===== config.mk =====
export PLATFORM = sky130hd
export DESIGN_NAME = mem_access_stage
export DESIGN_NICKNAME = d
export VERILOG_FILES = /design/src/rtl/mem_access_stage.sv
export SDC_FILE = /design/constraint.sdc
export NUM_CORES = 2
export LEC_CHECK = 0
export BUFFER_PORTS_ARGS = -buffer_cell sky130_fd_sc_hd__buf_2
export CAP_MARGIN = 20
export CELL_PAD_IN_SITES_DETAIL_PLACEMENT = 0
export CELL_PAD_IN_SITES_GLOBAL_PLACEMENT = 1
export CORE_UTILIZATION = 53
export DETAILED_ROUTE_END_ITERATION = 16
export PLACE_DENSITY = 0.86
export SLEW_MARGIN = 20
export SYNTH_ARGS = -nofsm -noshare
export SYNTH_HDL_FRONTEND = slang
export SYNTH_SLANG_ARGS = --single-unit

===== constraint.sdc =====
create_clock -name clock -period 8.4 [get_ports clock]
set_input_delay 0.42 -clock clock [delete_from_list [all_inputs] [get_ports clock]]
set_output_delay 0.42 -clock clock [all_outputs]
set_load 0.03 [all_outputs]

===== src/rtl/mem_access_stage.sv =====
// Memory-access pipeline stage: ALU results pass through in one cycle, aligned
// loads/stores stall upstream for LATENCY+1 cycles while the data memory is accessed.
module mem_access_stage #(
    parameter int DEPTH   = 32,
    parameter int LATENCY = 2
) (
    input  logic        clock,
    input  logic        reset,
    input  logic        in_valid,
    input  logic        in_memread,
    input  logic        in_memwrite,
    input  logic        in_regwrite,
    input  logic        in_memtoreg,
    input  logic [4:0]  in_rd,
    input  logic [63:0] in_addr,
    input  logic [63:0] in_wdata,
    input  logic [63:0] in_alu,
    output logic        stall,
    output logic        out_valid,
    output logic        out_regwrite,
    output logic [4:0]  out_rd,
    output logic [63:0] out_wbdata,
    output logic        misalign_err
);

    localparam int IDXW = $clog2(DEPTH);

    typedef enum logic [1:0] {IDLE, ACCESS, RESP} state_t;

    state_t            state_reg, state_next;
    logic [3:0]        count_reg, count_next;

    logic              cap_store_reg;
    logic              cap_memtoreg_reg;
    logic              cap_regwrite_reg;
    logic [4:0]        cap_rd_reg;
    logic [IDXW-1:0]   cap_index_reg;
    logic [63:0]       cap_wdata_reg;
    logic [63:0]       cap_alu_reg;

    logic [63:0]       mem [DEPTH];
    logic [63:0]       rdata_reg;

    logic              mem_op;
    logic              aligned;
    logic              accept_mem;
    logic              unused_addr_bits;

    assign mem_op     = in_memread | in_memwrite;
    assign aligned    = (in_addr[2:0] == 3'b000);
    assign accept_mem = (state_reg == IDLE) && in_valid && mem_op && aligned;
    assign stall      = (state_reg != IDLE);

    // Address bits above the word index are deliberately ignored (wrap-around).
    assign unused_addr_bits = ^in_addr[63:IDXW+3];

    always_comb begin
        state_next = state_reg;
        count_next = count_reg;
        case (state_reg)
            IDLE: begin
                if (accept_mem) begin
                    state_next = ACCESS;
                    count_next = 4'(LATENCY - 1);
                end
            end
            ACCESS: begin
                if (count_reg == 4'd0) begin
                    state_next = RESP;
                end else begin
                    count_next = count_reg - 4'd1;
                end
            end
            RESP: begin
                state_next = IDLE;
            end
            default: begin
                state_next = IDLE;
                count_next = 4'd0;
            end
        endcase
    end

    always_ff @(posedge clock) begin
        if (reset) begin
            state_reg <= IDLE;
            count_reg <= 4'd0;
        end else begin
            state_reg <= state_next;
            count_reg <= count_next;
        end
    end

    // Everything the access needs is frozen at accept so upstream may change freely.
    always_ff @(posedge clock) begin
        if (reset) begin
            cap_store_reg    <= 1'b0;
            cap_memtoreg_reg <= 1'b0;
            cap_regwrite_reg <= 1'b0;
            cap_rd_reg       <= 5'd0;
            cap_index_reg    <= '0;
            cap_wdata_reg    <= 64'd0;
            cap_alu_reg      <= 64'd0;
        end else if (accept_mem) begin
            cap_store_reg    <= in_memwrite;
            cap_memtoreg_reg <= in_memtoreg;
            cap_regwrite_reg <= in_regwrite;
            cap_rd_reg       <= in_rd;
            cap_index_reg    <= in_addr[IDXW+2:3];
            cap_wdata_reg    <= in_wdata;
            cap_alu_reg      <= in_alu;
        end
    end

    // Block RAM with registered read; the read address is stable throughout ACCESS,
    // so rdata_reg holds the addressed word by the time RESP retires.
    always_ff @(posedge clock) begin
        if (!reset && (state_reg == RESP) && cap_store_reg) begin
            mem[cap_index_reg] <= cap_wdata_reg;
        end
        rdata_reg <= mem[cap_index_reg];
    end

    always_ff @(posedge clock) begin
        if (reset) begin
            out_valid    <= 1'b0;
            out_regwrite <= 1'b0;
            out_rd       <= 5'd0;
            out_wbdata   <= 64'd0;
            misalign_err <= 1'b0;
        end else begin
            out_valid    <= 1'b0;
            misalign_err <= 1'b0;
            case (state_reg)
                IDLE: begin
                    if (in_valid && !mem_op) begin
                        out_valid    <= 1'b1;
                        out_regwrite <= in_regwrite;
                        out_rd       <= in_rd;
                        out_wbdata   <= in_alu;
                    end else if (in_valid && !aligned) begin
                        out_valid    <= 1'b1;
                        misalign_err <= 1'b1;
                        out_regwrite <= 1'b0;
                        out_rd       <= in_rd;
                        out_wbdata   <= 64'd0;
                    end
                end
                RESP: begin
                    out_valid    <= 1'b1;
                    out_rd       <= cap_rd_reg;
                    out_regwrite <= cap_store_reg ? 1'b0 : cap_regwrite_reg;
                    out_wbdata   <= (!cap_store_reg && cap_memtoreg_reg) ? rdata_reg : cap_alu_reg;
                end
                default: begin
                end
            endcase
        end
    end

endmodule


==> impl_metrics.py <==
metrics = {
    "sta": {
        "unrepaired_setup_endpoints_after_global_routing": "false",
        "achievable-frequency_ghz": 0.215,
        "slew_violations": 0,
        "least_margin_pin_slew_ns": 1.19,
        "post-route-min-period_ns": 4.65,
        "slew_margin_rel": 0.208,
        "setup-tns-final_ns": 0,
        "finalSetupViolCount": 0,
        "finalHoldWorstSlack_ns": 0.0525,
        "finalHoldViolations": 0,
        "timing.final.ws_setup_ns": 3.75,
        "clock-skew-final_ns": 0.0361,
        "share_of_the_clock_period_used_by_the_worst_path": 0.554,
    },
    "setup_path": {
        "critical-path-slowest-cell": "sky130_fd_sc_hd__buf_4",
        "critical_path.startpoint_type": "register",
        "reg2reg_from": "cap_index_reg[1]",
        "worst-setup-path-type": "register to register",
        "critical_path_arrival_ns": 5.36,
        "timing.critical_path.max_delay_family": "buffers and inverters",
        "worstSetupEndpointType": "register",
        "cp_num_buf_inv": 3,
        "worst_path_most_repeated_cell": "sky130_fd_sc_hd__buf_12",
        "critical-path-max-stage-delay_ns": 0.94,
        "critical_path_peak_fanout": 129,
        "critPathRequiredTime_ns": 9.11,
        "critical_path.startpoint": "cap_index_reg[1]",
        "crit_chain": "buf_12, buf_12, buf_4, mux2i_1, o22ai_1, nor4_1, nand2_1",
    },
    "synthesis": {
        "synth_top_cells_by_count": "sky130_fd_sc_hd__edfxtp_1 (2048), sky130_fd_sc_hd__mux2i_1 (1029), sky130_fd_sc_hd__o22ai_1 (512)",
        "syn-cell-area_sq_um": 87800,
        "post-synth-top-count-cell": "sky130_fd_sc_hd__edfxtp_1",
        "synth_flop_cell": "sky130_fd_sc_hd__edfxtp_1",
        "ys_ff_latch": 2331,
        "syn-instance-count": 5198,
        "synth_area_leader": "sky130_fd_sc_hd__edfxtp_1",
        "synthDominantCellAreaShare": 0.701,
        "synthDistinctLibCells": 43,
        "synth.yosys.warnings": 0,
        "seq_area_frac_synth": 0.765,
        "number_of_nets_produced_by_synthesis": 5404,
        "synth_edf_count": 2048,
        "ys_top_cells_by_area": "sky130_fd_sc_hd__edfxtp_1 (70%), sky130_fd_sc_hd__mux2i_1 (12%), sky130_fd_sc_hd__dfxtp_1 (6.5%), sky130_fd_sc_hd__o22ai_1 (3.6%), sky130_fd_sc_hd__nand2_1 (1.5%)",
        "async_flop_share": 0,
        "synth.avg_cell_area_sq_um": 16.9,
    },
    "drt": {
        "first_iter_violations": 7085,
        "via_count": 50200,
        "route.detailed.wl_per_inst_um": 29.7,
        "vias_per_cell": 6.35,
        "number_of_routed_nets_with_antenna_violations": 0,
        "detail_route.first_pass.iterations": 6,
        "totalWireLength_um": 235000,
        "drt_drc_violations_left": 0,
    },
    "global_route": {
        "pin_count_of_the_biggest_net_entering_global_routing": 148,
        "grt_overflow": 0,
        "grt_usage": 0.277,
        "first_global_vias": 47700,
        "grt_pass1_wl_um": 333000,
        "antenna_found_initial": 16,
    },
    "finish": {
        "postLayoutCellArea_sq_um": 99700,
        "max_flop_register": "mem",
        "drive_gt1_frac": 0.138,
        "ff_latch_area_sq_um": 67200,
        "final_net_count": 5759,
        "largest_reg_flops": 2048,
        "fillerInstances": 11300,
        "multiInputGateArea_sq_um": 19300,
        "syn_to_final_growth_pct": 13.6,
    },
    "floorplanning": {
        "design.portCount": 277,
        "fp.dieW_um": 409,
        "die_area_sq_um": 167000,
        "core_region_area_sq_um": 164000,
        "start_util": 0.537,
        "std_cell_rows": 148,
        "dieHeight_um": 409,
    },
    "placed_design": {
        "dpl_ws_ns": 3.90,
        "port_buffers": 220,
        "place_hpwl_um": 116000,
        "finalWeightedCongestion": 0.793,
        "detailed_place.area_sq_um": 91300,
    },
    "power_and_ir_drop": {
        "leakagePower_nw": 28.5,
        "total_power_per_unit_cell_area_nw_per_um2": 227,
        "ir_worst_vdd_uv": 256,
        "power_mw": 22.7,
    },
    "worst_hold_path": {
        "worst_hold_startpoint": "in_wdata[29]",
        "worst_min_delay_path_category": "input pin to register",
    },
    "clock_tree": {
        "cts_tree": "yes",
        "clock_tree.htree_level_count": 4,
        "clockRootBuffer": "sky130_fd_sc_hd__clkbuf_16",
        "post_cts_buffers": 0,
        "cts_sink_cnt": 2331,
        "cts.path.max_buffers": 3,
        "clock_latency_ns": 0.86,
        "post_cts_resize_count": 0,
        "cts-buffers-inserted": 212,
        "path_clk_slew_ns": 0.06,
    },
    "flow_run": {
        "maxcap_viol_count": 0,
    },
    "run_status": {
        "result_of_the_run": "finished clean",
    },
}
area by class of cell:
| type | instances | area share |
|---|---|---|
| flip-flops and latches | 2331 | 0.674 |
| multi-input cells | 2530 | 0.194 |
| clock buffers | 276 | 0.0584 |
| repair buffers | 472 | 0.0349 |
| well taps | 2175 | 0.0273 |
| clock inverters | 125 | 0.0114 |
| inverters | 6 | 0.000226 |
| diodes | 1 | 0.0000251 |
cell families (layout without fill, tap and decap cells):
family	Yosys count	count (layout)	synth area share
AOI/OAI and AO/OA	865	865	0.0593
adders and majority gates	2	2	0.000285
buffers and inverters	337	879	0.0192
DFF	2331	2331	0.765
muxes	1093	1093	0.126
other	0	1	0
and+or+nand+nor	570	570	0.0304
what timing repair did:
action                                  4_1_cts  5_1_grt
endpoints found under the setup margin        0        0
endpoints found under the hold margin       211        0
hold buffers                                143        0
worst paths after layout:
check | cells after the start | to | slack (ns)
max | 7 | rdata_reg[25] | 3.75
min | 3 | cap_wdata_reg[29] | 0.05
max reg2reg | 7 | rdata_reg[25] | 3.75
min reg2reg | 2 | cap_alu_reg[16] | 0.45
worst min-delay path: stages:
cell and delay (ns):
sky130_fd_sc_hd__buf_2 0.11, sky130_fd_sc_hd__nand2_1 0.20, sky130_fd_sc_hd__a21oi_1 0.11
metrics by stage:
stage,util,instances
after floorplan,-,5198
after global placement,0.558,7370
after detailed placement,0.558,7371
after CTS,0.609,7915
after global routing,0.609,7915
final,0.609,7916
placed cells by master (no fill, tap or decap), types with 25 or more instances in the layout:
| master | count |
|---|---|
| sky130_fd_sc_hd__a21oi_1 | 210 |
| sky130_fd_sc_hd__a22oi_1 | 64 |
| sky130_fd_sc_hd__buf_2 | 219 |
| sky130_fd_sc_hd__buf_4 | 99 |
| sky130_fd_sc_hd__clkbuf_1 | 38 |
| sky130_fd_sc_hd__clkbuf_16 | 213 |
| sky130_fd_sc_hd__clkbuf_8 | 25 |
| sky130_fd_sc_hd__clkinv_1 | 36 |
| sky130_fd_sc_hd__clkinv_2 | 50 |
| sky130_fd_sc_hd__dfxtp_1 | 275 |
| sky130_fd_sc_hd__dlygate4sd3_1 | 143 |
| sky130_fd_sc_hd__edfxtp_1 | 2048 |
| sky130_fd_sc_hd__mux2_2 | 64 |
| sky130_fd_sc_hd__mux2i_1 | 1029 |
| sky130_fd_sc_hd__nand2_1 | 352 |
| sky130_fd_sc_hd__nor2_4 | 28 |
| sky130_fd_sc_hd__nor4_1 | 129 |
| sky130_fd_sc_hd__o21ai_0 | 67 |
| sky130_fd_sc_hd__o22ai_1 | 512 |
routing by layer:
metal / track usage / up-vias / part of all wire
met5: 0 / - / 0.00039
met4: 0.0847 / 12 / 0.032
met1: 0.388 / 25200 / 0.38
met3: 0.0565 / 521 / 0.13
met2: 0.437 / 3235 / 0.47
li1: - / 21300 / -
power by group:
group	internal, mW	switching (mW)	leakage (nW)
Sequential	12.5	0.102	17.7
Combinational	0.193	0.294	7.36
Clock	5.35	4.19	3.42
No activity file was read; power rests on OpenSTA's default activity.
